`src/rtl/pump_sequencer.sv`:
```
// Filtration actuator sequencer: motor lead, soft-start/stop pump slewing, pump-change dead time.
// Optional watchdog fault in RUN is enabled by defining PUMP_SEQ_WATCHDOG_EN.
module pump_sequencer #(
  parameter int unsigned MOTOR_LEAD      = 100000,
  parameter int unsigned RAMP_DIV        = 1000,
  parameter int unsigned DEAD_CYCLES     = 50000,
  parameter int unsigned WATCHDOG_CYCLES = 50000000
) (
  input  logic       clk_fpga,
  input  logic       reset,
  input  logic       i_run,
  input  logic       i_sel_b,
  input  logic [7:0] i_duty,
  output logic [7:0] o_duty_motor,
  output logic [7:0] o_duty_bomba_a,
  output logic [7:0] o_duty_bomba_b,
  output logic       o_busy,
  output logic       o_fault
);

  localparam int unsigned LW = (MOTOR_LEAD > 1) ? $clog2(MOTOR_LEAD) : 1;
  localparam int unsigned PW = (RAMP_DIV > 1) ? $clog2(RAMP_DIV) : 1;
  localparam int unsigned DW = (DEAD_CYCLES > 1) ? $clog2(DEAD_CYCLES) : 1;

  localparam logic [LW-1:0] LEAD_LAST  = LW'(MOTOR_LEAD - 1);
  localparam logic [PW-1:0] PRESC_LAST = PW'(RAMP_DIV - 1);
  localparam logic [DW-1:0] DEAD_LAST  = DW'(DEAD_CYCLES - 1);

  typedef enum logic [2:0] {
    ST_IDLE,
    ST_LEAD,
    ST_RUN,
    ST_RAMP_DOWN,
    ST_DEAD
`ifdef PUMP_SEQ_WATCHDOG_EN
    ,
    ST_FAULT
`endif
  } state_t;

  state_t        state_q;
  logic [7:0]    cur_duty_q;
  logic          active_sel_q;
  logic [LW-1:0] lead_cnt_q;
  logic [PW-1:0] presc_q;
  logic [DW-1:0] dead_cnt_q;
  logic [7:0]    motor_q;
  logic [7:0]    bomba_a_q;
  logic [7:0]    bomba_b_q;
  logic          busy_q;

  logic          tick;
  logic [PW-1:0] presc_d;
  logic          pump_req_off;
  logic          lead_done;
  logic          dead_done;
  logic          motor_on;

  // One LSB toward the target; the compare keeps it from overshooting or wrapping.
  function automatic logic [7:0] slew_toward(input logic [7:0] cur, input logic [7:0] tgt);
    if (cur < tgt) return cur + 8'd1;
    if (cur > tgt) return cur - 8'd1;
    return cur;
  endfunction

  function automatic logic [7:0] step_down_sat(input logic [7:0] cur);
    return (cur == 8'h00) ? 8'h00 : cur - 8'd1;
  endfunction

  always_comb begin
    tick         = (presc_q == PRESC_LAST);
    presc_d      = tick ? '0 : presc_q + 1'b1;
    pump_req_off = !i_run || (i_sel_b != active_sel_q);
    lead_done    = (lead_cnt_q == LEAD_LAST);
    dead_done    = (dead_cnt_q == DEAD_LAST);
    motor_on     = (state_q == ST_LEAD) || (state_q == ST_RUN) ||
                   (state_q == ST_RAMP_DOWN) || (state_q == ST_DEAD);
  end

`ifdef PUMP_SEQ_WATCHDOG_EN
  localparam int unsigned WW = (WATCHDOG_CYCLES > 1) ? $clog2(WATCHDOG_CYCLES) : 1;
  localparam logic [WW-1:0] WD_LAST = WW'(WATCHDOG_CYCLES - 1);

  logic [WW-1:0] wd_cnt_q;
  logic          fault_q;
  logic          wd_expired;

  assign wd_expired = (wd_cnt_q == WD_LAST);
  assign o_fault    = fault_q;
`else
  logic unused_wd_param;

  assign unused_wd_param = ^WATCHDOG_CYCLES;
  assign o_fault         = 1'b0;
`endif

  always_ff @(posedge clk_fpga) begin
    if (reset) begin
      state_q      <= ST_IDLE;
      cur_duty_q   <= 8'h00;
      active_sel_q <= 1'b0;
      lead_cnt_q   <= '0;
      presc_q      <= '0;
      dead_cnt_q   <= '0;
      motor_q      <= 8'h00;
      bomba_a_q    <= 8'h00;
      bomba_b_q    <= 8'h00;
      busy_q       <= 1'b0;
`ifdef PUMP_SEQ_WATCHDOG_EN
      wd_cnt_q     <= '0;
      fault_q      <= 1'b0;
`endif
    end else begin
      // Outputs follow the current state and duty, so they trail transitions by one cycle.
      motor_q   <= motor_on ? 8'hFF : 8'h00;
      bomba_a_q <= active_sel_q ? 8'h00 : cur_duty_q;
      bomba_b_q <= active_sel_q ? cur_duty_q : 8'h00;
      busy_q    <= (state_q != ST_IDLE);

      case (state_q)
        ST_IDLE: begin
          if (i_run) begin
            state_q    <= ST_LEAD;
            lead_cnt_q <= '0;
          end
        end
        ST_LEAD: begin
          if (!i_run) begin
            state_q <= ST_IDLE;
          end else if (lead_done) begin
            state_q      <= ST_RUN;
            active_sel_q <= i_sel_b;
            presc_q      <= '0;
          end else begin
            lead_cnt_q <= lead_cnt_q + 1'b1;
          end
        end
        ST_RUN: begin
          presc_q <= presc_d;
          if (pump_req_off) begin
            state_q <= ST_RAMP_DOWN;
          end else if (tick) begin
            cur_duty_q <= slew_toward(cur_duty_q, i_duty);
          end
        end
        ST_RAMP_DOWN: begin
          presc_q <= presc_d;
          if (cur_duty_q == 8'h00) begin
            state_q    <= ST_DEAD;
            dead_cnt_q <= '0;
          end else if (tick) begin
            cur_duty_q <= step_down_sat(cur_duty_q);
          end
        end
        ST_DEAD: begin
          if (dead_done) begin
            if (i_run) begin
              state_q      <= ST_RUN;
              active_sel_q <= i_sel_b;
              presc_q      <= '0;
            end else begin
              state_q <= ST_IDLE;
            end
          end else begin
            dead_cnt_q <= dead_cnt_q + 1'b1;
          end
        end
`ifdef PUMP_SEQ_WATCHDOG_EN
        ST_FAULT: begin
          cur_duty_q <= 8'h00;
        end
`endif
        default: begin
          state_q <= ST_IDLE;
        end
      endcase

`ifdef PUMP_SEQ_WATCHDOG_EN
      // Watchdog overrides any RUN transition decided above.
      if (state_q == ST_RUN) begin
        if (wd_expired) begin
          state_q    <= ST_FAULT;
          cur_duty_q <= 8'h00;
        end else begin
          wd_cnt_q <= wd_cnt_q + 1'b1;
        end
      end else begin
        wd_cnt_q <= '0;
      end
      fault_q <= (state_q == ST_FAULT);
`endif
    end
  end

  assign o_duty_motor   = motor_q;
  assign o_duty_bomba_a = bomba_a_q;
  assign o_duty_bomba_b = bomba_b_q;
  assign o_busy         = busy_q;

endmodule

```
`config.mk`:
```
export PLATFORM = sky130hd
export DESIGN_NAME = pump_sequencer
export DESIGN_NICKNAME = d
export VERILOG_FILES = /design/src/rtl/pump_sequencer.sv
export SDC_FILE = /design/constraint.sdc
export NUM_CORES = 1
export LEC_CHECK = 0
export CORE_UTILIZATION = 35
export CTS_CLUSTER_SIZE = 28
export DETAILED_ROUTE_END_ITERATION = 12
export PLACE_DENSITY = 0.58
export SLEW_MARGIN = 20
export SYNTH_ARGS = -nofsm -noshare
export SYNTH_HDL_FRONTEND = slang
export SYNTH_SLANG_ARGS = --single-unit
export TNS_END_PERCENT = 1
```
`constraint.sdc`:
```
create_clock -name clk_fpga -period 3.56 [get_ports clk_fpga]
set_clock_uncertainty 0.15 [all_clocks]
set_input_delay 1.068 -clock clk_fpga [delete_from_list [all_inputs] [get_ports clk_fpga]]
set_output_delay 1.068 -clock clk_fpga [all_outputs]
set_load 0.05 [all_outputs]
```
==> impl_metrics.py, run 1 <==
metrics = {
    "pwr": {
        "power_frac_seq_pct": 39.0,
        "clkPwrFrac_pct": 34.3,
        "power.switching_uw": 754,
        "swShare_pct": 32.7,
        "p_int_mw": 1.55,
        "ir_worst_vdd_mv": 0.458,
        "comb_power_share_pct": 26.7,
        "p_per_area_nw_per_um2": 524,
        "leakage_nw": 1.66,
    },
    "floorplanning": {
        "ioPinCount": 38,
        "die_y_um": 104,
        "die_w_um": 104,
        "die-area_um2": 10900,
        "coreArea_um2": 9950,
        "rows": 36,
        "initial_core_util_pct": 36.7,
    },
    "final_layout": {
        "drive_above_1_share_pct": 9.52,
        "syn2layout_area_growth_pct": 20.2,
        "final_area_um2": 4390,
        "final_nets": 483,
        "diodes": 0,
    },
    "sta": {
        "max_freq_ghz": 0.296,
        "worst_slack_ns": 0.185,
        "fin_crit_ns": 3.38,
        "min_period_over_period_pct": 94.8,
        "maxSlewViolCount": 0,
        "timing.hold.ws_ns": 0.355,
        "worst_pin_slew_ns": 0.681,
        "rsz0062_at_grt": "false",
        "finalHoldViolCount": 0,
        "setup_violations": 0,
        "slew_headroom_pct": 54.5,
    },
    "clock_tree": {
        "clock-sinks": 73,
        "holdBufCountCts": 0,
        "h-tree-depth": 3,
        "cts_tree": "done",
        "clockRootBuffer": "clkbuf_8",
        "cts_setup_buffers": 0,
        "cts_buffers": 9,
        "ctsLongestPathBuffers": 2,
        "ctsResizeCount": 0,
        "path_clk_slew_ns": 0.07,
        "clk_latency_ns": 0.35,
    },
    "synth": {
        "yosys.area_share.simple_pct": 29.7,
        "ys_ff_latch": 73,
        "yosysMostFrequentCell": "dfxtp_1",
        "syn_area_um2": 3650,
        "muxShareOfSynthArea_pct": 2.19,
        "postSynth.asyncResetShare_pct": 0,
        "synth_top_area_share_pct": 40.0,
        "yosysWarnings": 0,
        "synthAdderAreaFrac_pct": 4.79,
        "synth_xor_area_share_pct": 8.63,
        "synth.distinct_cells": 55,
        "synth-edff-count": 0,
        "synth_area_leaders": "dfxtp_1, nor2_1, ha_1",
        "synth_compound_area_share_pct": 8.94,
        "syn-mean-instance-area_um2": 8.72,
        "syn_inst": 419,
        "synth_nets": 445,
        "ys_seq_area_share_pct": 40.0,
        "synth_flop_cell": "dfxtp_1",
        "synth_top_family_by_area": "simple AND/OR/NAND/NOR gates",
        "synthTopCellsByCount": "dfxtp_1, nor2_1, a21oi_1",
        "yosys.area.top_type": "dfxtp_1",
    },
    "setup_path": {
        "crit_family": "simple AND/OR/NAND/NOR gates",
        "critPathRequiredTime_ns": 3.68,
        "critPathArrivalTime_ns": 3.50,
        "cpPeakStageDelay_ns": 0.54,
        "slowest_stage": "or4_1",
        "cp.buffers_inverters": 2,
        "critical_path_class": "input port to flip-flop",
        "path_cells": "clkdlybuf4s50_1, inv_1, ha_1, nand4_1, nor2_1, a211oi_1, or4_1, o22a_1, or3_1, a21oi_1",
        "cp_max_fo": 3,
        "start_kind": "input port",
        "endpoint_kind": "flip-flop",
    },
    "route": {
        "totalWireLength_mm": 7.26,
        "wl_per_cell_um": 12.2,
        "remaining_drc_errors": 0,
        "dr.pass1.iters": 4,
        "drtIter0Drc": 101,
        "antenna_left": 0,
        "viasPerCell": 4.98,
        "via_count": 2963,
    },
    "grt": {
        "globalRouteOverflowTotal": 0,
        "grtUsageMet2_pct": 22.9,
        "grt_use_met1_pct": 18.4,
        "antenna_found_initial": 0,
        "grt_max_degree": 20,
        "grt_pass1_vias": 2757,
        "grt_busiest_layer": "met2",
        "grt_util_met3_pct": 3.63,
        "grt_first_pass_wirelength_mm": 12.5,
        "grt_usage_pct": 14.2,
    },
    "run": {
        "cap_violations": 0,
    },
    "outcome": {
        "outcome": "finished, final reports clean",
    },
    "placement": {
        "pre_cts_slack_ns": -0.163,
        "port_buffers": 36,
        "routabilityCongestion": 0.803,
        "place_area_um2": 4150,
        "dp.final_hpwl_mm": 5.24,
    },
    "worst_hold_path": {
        "hold_class": "flip-flop to flip-flop",
    },
}
final cells by class:
class | instances | area (um2)
repair buffers | 50 | 465
well taps | 133 | 166
clock buffers | 11 | 141
fillers | 990 | 5560
clock inverters | 5 | 103
multi-input cells | 305 | 1990
inverters | 18 | 67.6
flip-flops and latches | 73 | 1460
cell families after synthesis:
| family | count (synthesis) |
|---|---|
| simple gates | 193 |
| xor+xnor | 36 |
| fa+ha+maj | 14 |
| other cells | 1 |
| flops | 73 |
| mux | 8 |
| compound gates | 53 |
| buf+inv | 41 |
stage by stage:
stage,TNS (ns),utilization [%],cells,power (mW)
floorplan,0,-,419,1.41
global placement,-0.221,41.7,579,1.53
detailed placement,-0.251,41.7,579,1.53
CTS,0,44.1,595,2.33
global route,0,44.1,595,2.41
finish,0,44.1,595,2.30
sequential cells by signal, summed over array words and instances (netlist names), 3 cells and up:
| name | cells |
|---|---|
| cur_duty_q | 8 |
| dead_cnt_q | 16 |
| lead_cnt_q | 17 |
| o_duty_bomba_a | 8 |
| o_duty_bomba_b | 8 |
| presc_q | 10 |
| state_q | 3 |
power groups by stage:
stage	Combinational, mW	Sequential [mW]	Clock [mW]
5_1_grt	0.657	0.905	0.850
4_1_cts	0.618	0.900	0.814
3_3_place_gp	0.612	0.916	0
6_report	0.614	0.899	0.789
3_5_place_dp	0.616	0.918	0
2_1_floorplan	0.477	0.930	0
path summary, 6_finish.rpt:
check	startpoint	end	slack, ns	cells after the start
setup / recovery	i_duty[7]	cur_duty_q[7]$_SDFFE_PP0P_	0.18	10
hold / removal	dead_cnt_q[6]$_SDFFE_PP0P_	dead_cnt_q[6]$_SDFFE_PP0P_	0.35	2
setup reg to reg	cur_duty_q[0]$_SDFFE_PP0P_	dead_cnt_q[14]$_SDFFE_PP0P_	0.87	9
hold reg to reg	dead_cnt_q[6]$_SDFFE_PP0P_	dead_cnt_q[6]$_SDFFE_PP0P_	0.35	2
layer usage:
layer / wire, um / up-vias
met5: 0 / -
met4: 90 / 0
met3: 311 / 9
met2: 3390 / 57
met1: 3470 / 1382
li1: - / 1515
placed cells by master (no fill, tap or decap), drive strengths merged, types with 2 or more instances in the layout:
master / count
dfxtp: 73
nor2: 61
clkdlybuf4s50: 36
a21oi: 22
nand3: 19
inv: 18
o21ai: 18
xnor2: 18
xor2: 18
and2: 17
or3: 16
ha: 14
buf: 14
nand4: 14
nor3: 14
nand2: 12
clkbuf: 11
and3: 9
mux2i: 8
nor2b: 5
nor3b: 4
nand2b: 4
or4: 4
bufinv: 3
nand3b: 2
o21a: 2
a311o: 2
o22a: 2
or4b: 2
a211oi: 2
worst register-to-register path, delay by kind of cell, from the launching register on:
kind	cells	cell delay, ns
simple gates	5	1.42
flops	1	0.36
buf+inv	1	0.17
fa+ha+maj	1	0.17
compound gates	1	0.17
xor+xnor	1	0.15
No activity file was read; power rests on OpenSTA's default activity.
==> inputs of run 2 (changes only) <==
Settings changed: CORE_MARGIN set to 2, MAX_ROUTING_LAYER set to met4.
==> run 2 against run 1 <==
Against the previous run: first-iteration DRC count decreased by 18%; utilization decreased by 1.2 points; non-clock buffer count unchanged; critical path depth unchanged; fmax increased by 0.19%; global-route usage increased by 0.49 points; count of clock-buffer cells in the layout unchanged; clock power about the same; register-to-register slack got worse by 0.08 ns; largest cell class unchanged; largest power group unchanged; highest routed layer unchanged.
==> impl_metrics.py, run 2 (same netlist as run 1, synthesis figures left out) <==
metrics = {
    "final_layout": {
        "final_nets": 483,
        "drive_above_1_share_pct": 9.52,
        "largest_reg_flops": 17,
        "diodes": 0,
        "regMostFlops": "lead_cnt_q",
        "layout_commonest_cell": "dfxtp_1",
        "fillers": 1021,
        "layout_common_cells": "dfxtp_1, nor2_1, clkdlybuf4s50_1",
        "top_regs": "lead_cnt_q: 17 flops, dead_cnt_q: 16 flops, presc_q: 10 flops",
        "syn2layout_area_growth_pct": 20.3,
    },
    "clock_tree": {
        "clockRootBuffer": "clkbuf_8",
        "ctsLongestPathBuffers": 2,
        "h-tree-depth": 3,
        "path_clk_slew_ns": 0.08,
        "ctsResizeCount": 0,
        "clk_latency_ns": 0.35,
        "holdBufCountCts": 0,
        "cts_tree": "done",
        "cts_buffers": 9,
        "cts_setup_buffers": 0,
        "clock-sinks": 73,
    },
    "grt": {
        "antenna_found_initial": 0,
        "grt_usage_pct": 14.6,
        "grt_max_degree": 16,
        "grt_first_pass_wirelength_mm": 13.0,
        "grt_pass1_vias": 2880,
        "globalRouteOverflowTotal": 0,
    },
    "sta": {
        "worst_pin_slew_ns": 0.545,
        "min_period_over_period_pct": 94.6,
        "slew_headroom_pct": 63.5,
        "setup_violations": 0,
        "totalNegativeSetupSlack_ns": 0,
        "timing.hold.ws_ns": 0.353,
        "fin_crit_ns": 3.37,
        "rsz0062_at_grt": "false",
        "max_freq_ghz": 0.297,
        "finalHoldViolCount": 0,
        "maxSlewViolCount": 0,
    },
    "pwr": {
        "p_total_mw": 2.30,
        "leakage_nw": 1.66,
        "ir_worst_vdd_mv": 0.349,
        "p_per_area_nw_per_um2": 524,
    },
    "route": {
        "viasPerCell": 4.89,
        "totalWireLength_mm": 7.17,
        "dr.pass1.iters": 4,
        "antenna_left": 0,
        "via_count": 2923,
        "remaining_drc_errors": 0,
        "drtIter0Drc": 83,
        "wl_per_cell_um": 12.0,
    },
    "worst_hold_path": {
        "whs_path_depth": 2,
        "whs_endpoint": "presc_q[7]$_SDFFE_PP0P_",
        "min_from": "presc_q[7]$_SDFFE_PP0P_",
        "hold_class": "flip-flop to flip-flop",
    },
    "setup_path": {
        "cpPeakStageDelay_ns": 0.53,
        "critPathRequiredTime_ns": 3.70,
        "slowest_stage": "or4_1",
        "critPathArrivalTime_ns": 3.51,
        "r2r-end": "dead_cnt_q[15]$_SDFFE_PP0P_",
        "r2r_slack_ns": 0.79,
        "start_kind": "input port",
        "reg2reg_depth": 9,
        "cp_max_fo": 2,
        "path_cells": "clkdlybuf4s50_1, inv_1, ha_1, nor2b_1, o211ai_1, a211oi_1, or4_1, o22a_1, or3_1, a21oi_1",
        "reg2reg_from": "cur_duty_q[0]$_SDFFE_PP0P_",
        "endpoint_kind": "flip-flop",
        "critical_path_class": "input port to flip-flop",
    },
    "floorplanning": {
        "die_y_um": 106,
        "rows": 37,
        "coreArea_um2": 10200,
        "die_w_um": 106,
        "die-area_um2": 11300,
        "ioPinCount": 38,
        "initial_core_util_pct": 35.7,
    },
    "placement": {
        "routabilityCongestion": 0.834,
        "dp.final_hpwl_mm": 5.21,
        "port_buffers": 36,
    },
    "run": {
        "cap_violations": 0,
    },
    "outcome": {
        "outcome": "finished, final reports clean",
    },
}
run 2: per-stage QoR:
stage / util [%] / setup WS [ns] / area, um2 / std cells
2_1_floorplan: - / 0.391 / 3650 / 419
3_3_place_gp: 40.6 / -0.126 / 4150 / 582
3_5_place_dp: 40.6 / -0.171 / 4150 / 582
4_1_cts: 43.0 / 0.200 / 4400 / 598
5_1_grt: 43.0 / 0.0213 / 4400 / 598
6_report: 43.0 / 0.191 / 4400 / 598
run 2: how the worst max path moves through the flow:
stage | startpoint | end | slack, ns | depth (start not counted)
CTS | i_duty[7] | cur_duty_q[7]$_SDFFE_PP0P_ | 0.20 | 10
finish | i_duty[1] | cur_duty_q[7]$_SDFFE_PP0P_ | 0.19 | 10
detailed placement | i_duty[1] | cur_duty_q[7]$_SDFFE_PP0P_ | -0.17 | 10
floorplan | i_duty[1] | cur_duty_q[7]$_SDFFE_PP0P_ | 0.39 | 9
global route | i_duty[1] | cur_duty_q[6]$_SDFFE_PP0P_ | 0.02 | 13
global placement | i_duty[1] | cur_duty_q[7]$_SDFFE_PP0P_ | -0.13 | 10
run 2: layer usage:
layer	track usage, %	vias up	wire, um
li1	-	1513	-
met1	17.0	1346	3370
met2	23.8	54	3370
met3	5.03	10	329
met4	4.79	0	105
met5	-	-	0
run 2: cell type report:
| type | instances | area, um2 | area share (%) |
|---|---|---|---|
| Clock inverter | 5 | 103 | 2.33 |
| Timing Repair Buffer | 50 | 465 | 10.6 |
| Multi-Input combinational cell | 305 | 1990 | 45.2 |
| Sequential cell | 73 | 1460 | 33.2 |
| Tap cell | 136 | 170 | 3.87 |
| Clock buffer | 11 | 141 | 3.22 |
| Inverter | 18 | 67.6 | 1.54 |
run 2: critical path: cells and delay by family:
| family | cells | cell delay [ns] |
|---|---|---|
| simple gates | 3 | 0.97 |
| compound gates | 4 | 0.69 |
| buf+inv | 2 | 0.49 |
| fa+ha+maj | 1 | 0.29 |
run 2: report_power, final:
group,leakage [nW],internal (mW),switching (mW)
clock,0.120,0.484,0.309
sequential,0.589,0.848,0.0499
combinational,0.954,0.218,0.396
==> inputs of run 3 (changes only) <==
Settings changed: RECOVER_POWER set to 50.
==> run 3 against run 2 <==
Against the previous run: clock power is essentially flat; wire length is essentially flat; sequential share of layout area grew 0.12 points; final cell count is the same; flip-flop and latch count is the same; hold slack is the same; critical endpoint unchanged; final area shrank 0.37%; register-to-register slack lost 0.17 ns; sequential power is essentially flat; largest power group unchanged; via count grew 0.27%; largest cell class unchanged.
==> impl_metrics.py, run 3 (same netlist as run 1, synthesis figures left out) <==
metrics = {
    "grt": {
        "globalRouteOverflowTotal": 0,
        "grt_first_pass_wirelength_mm": 13.0,
        "grt_max_degree": 16,
        "grt_pass1_vias": 2880,
        "antenna_found_initial": 0,
        "grt_usage_pct": 14.6,
    },
    "setup_path": {
        "slowest_stage": "or4_1",
        "critPathLaunch": "i_duty[1]",
        "cp_max_fo": 2,
        "path_depth": 10,
        "reg2reg_from": "cur_duty_q[0]$_SDFFE_PP0P_",
        "start_kind": "input port",
        "critPathArrivalTime_ns": 3.51,
        "path_cells": "clkdlybuf4s50_1, inv_1, ha_1, nor2b_1, o211ai_1, a211oi_1, or4_1, o22a_1, or3_1, a21oi_1",
        "endpoint_kind": "flip-flop",
        "critical_path_class": "input port to flip-flop",
        "critPathRequiredTime_ns": 3.70,
        "r2r-end": "dead_cnt_q[15]$_SDFFE_PP0P_",
        "crit_family": "simple AND/OR/NAND/NOR gates",
        "crit_end": "cur_duty_q[7]$_SDFFE_PP0P_",
        "cp.buffers_inverters": 2,
        "reg2reg_depth": 9,
        "r2r_slack_ns": 0.62,
        "cpPeakStageDelay_ns": 0.53,
    },
    "floorplanning": {
        "die_w_um": 106,
        "coreArea_um2": 10200,
        "rows": 37,
        "die-area_um2": 11300,
        "initial_core_util_pct": 35.7,
        "die_y_um": 106,
        "ioPinCount": 38,
    },
    "pwr": {
        "p_per_area_nw_per_um2": 525,
        "clkPwrFrac_pct": 34.4,
        "leakage_nw": 1.68,
        "p_int_mw": 1.55,
        "swShare_pct": 32.8,
        "power.switching_uw": 755,
        "comb_power_share_pct": 26.5,
        "ir_worst_vdd_mv": 0.349,
        "p_total_mw": 2.30,
        "power_frac_seq_pct": 39.0,
    },
    "final_layout": {
        "largest_reg_flops": 17,
        "multi_input_area_um2": 1980,
        "final_area_um2": 4380,
        "diodes": 0,
        "final_nets": 483,
        "layout_common_cells": "dfxtp_1, nor2_1, clkdlybuf4s50_1",
        "fin_util_pct": 42.8,
        "top_regs": "lead_cnt_q: 17 flops, dead_cnt_q: 16 flops, presc_q: 10 flops",
        "stdcell_count": 598,
        "drive_above_1_share_pct": 8.44,
        "syn2layout_area_growth_pct": 19.9,
        "regMostFlops": "lead_cnt_q",
        "ff_latch_area_um2": 1460,
        "layout_commonest_cell": "dfxtp_1",
        "fillers": 1023,
    },
    "sta": {
        "max_freq_ghz": 0.297,
        "totalNegativeSetupSlack_ns": 0,
        "slew_headroom_pct": 47.0,
        "finalHoldViolCount": 0,
        "maxSlewViolCount": 0,
        "rsz0062_at_grt": "false",
        "min_period_over_period_pct": 94.7,
        "worst_pin_slew_ns": 0.796,
        "worst_slack_ns": 0.188,
        "fin_crit_ns": 3.37,
        "setup_violations": 0,
        "timing.hold.ws_ns": 0.353,
    },
    "worst_hold_path": {
        "hold_class": "flip-flop to flip-flop",
    },
    "clock_tree": {
        "path_clk_slew_ns": 0.08,
        "clockRootBuffer": "clkbuf_8",
        "cts_tree": "done",
        "h-tree-depth": 3,
        "cts_setup_buffers": 0,
        "cts_buffers": 9,
        "ctsResizeCount": 0,
        "clk_latency_ns": 0.35,
        "holdBufCountCts": 0,
        "clock-sinks": 73,
        "ctsLongestPathBuffers": 2,
    },
    "route": {
        "drtIter0Drc": 80,
        "antenna_left": 0,
        "wl_per_cell_um": 12.0,
        "viasPerCell": 4.90,
        "remaining_drc_errors": 0,
        "dr.pass1.iters": 4,
        "totalWireLength_mm": 7.17,
        "via_count": 2931,
    },
    "run": {
        "cap_violations": 0,
    },
    "placement": {
        "place_area_um2": 4150,
        "pre_cts_slack_ns": -0.171,
        "port_buffers": 36,
        "placed_cells": 582,
        "dp.final_hpwl_mm": 5.21,
        "routabilityCongestion": 0.834,
    },
    "outcome": {
        "outcome": "finished, final reports clean",
    },
}
-- run 3: power groups by stage --
stage | logic [mW] | clock network [mW] | registers [mW]
2_1_floorplan | 0.477 | 0 | 0.930
3_3_place_gp | 0.613 | 0 | 0.915
3_5_place_dp | 0.614 | 0 | 0.916
4_1_cts | 0.617 | 0.816 | 0.897
5_1_grt | 0.661 | 0.860 | 0.903
6_report | 0.610 | 0.793 | 0.898
-- run 3: tightest hold or removal path: stages, from the launching register on --
cell,delay (ns)
dfxtp_1,0.32
o21ai_0,0.09
a21oi_2,0.05
-- run 3: worst min-delay path by stage --
stage                                          start                    endpoint  slack (ns)  depth (start not counted)
final                        presc_q[7]$_SDFFE_PP0P_     presc_q[7]$_SDFFE_PP0P_        0.35                          2
after global routing         presc_q[7]$_SDFFE_PP0P_     presc_q[7]$_SDFFE_PP0P_        0.39                          2
after detailed placement  dead_cnt_q[6]$_SDFFE_PP0P_  dead_cnt_q[6]$_SDFFE_PP0P_        0.34                          2
after global placement    lead_cnt_q[9]$_SDFFE_PP0P_  lead_cnt_q[9]$_SDFFE_PP0P_        0.33                          2
after floorplan           dead_cnt_q[6]$_SDFFE_PP0P_  dead_cnt_q[6]$_SDFFE_PP0P_        0.31                          2
after CTS                 dead_cnt_q[6]$_SDFFE_PP0P_  dead_cnt_q[6]$_SDFFE_PP0P_        0.35                          2
-- run 3: layout make-up --
| type | count | area share, % |
|---|---|---|
| inverter | 18 | 1.54 |
| multi-input combinational | 305 | 45.3 |
| clock buffer | 11 | 3.23 |
| tap | 136 | 3.89 |
| sequential | 73 | 33.4 |
| clock inverter | 5 | 2.34 |
| timing repair buffer | 50 | 10.4 |
-- run 3: metal layers --
layer	wire length, um	vias up	track usage (%)
met2	3370	55	23.8
met4	105	0	4.79
met5	0	-	-
li1	-	1515	-
met1	3370	1351	17.0
met3	326	10	5.03
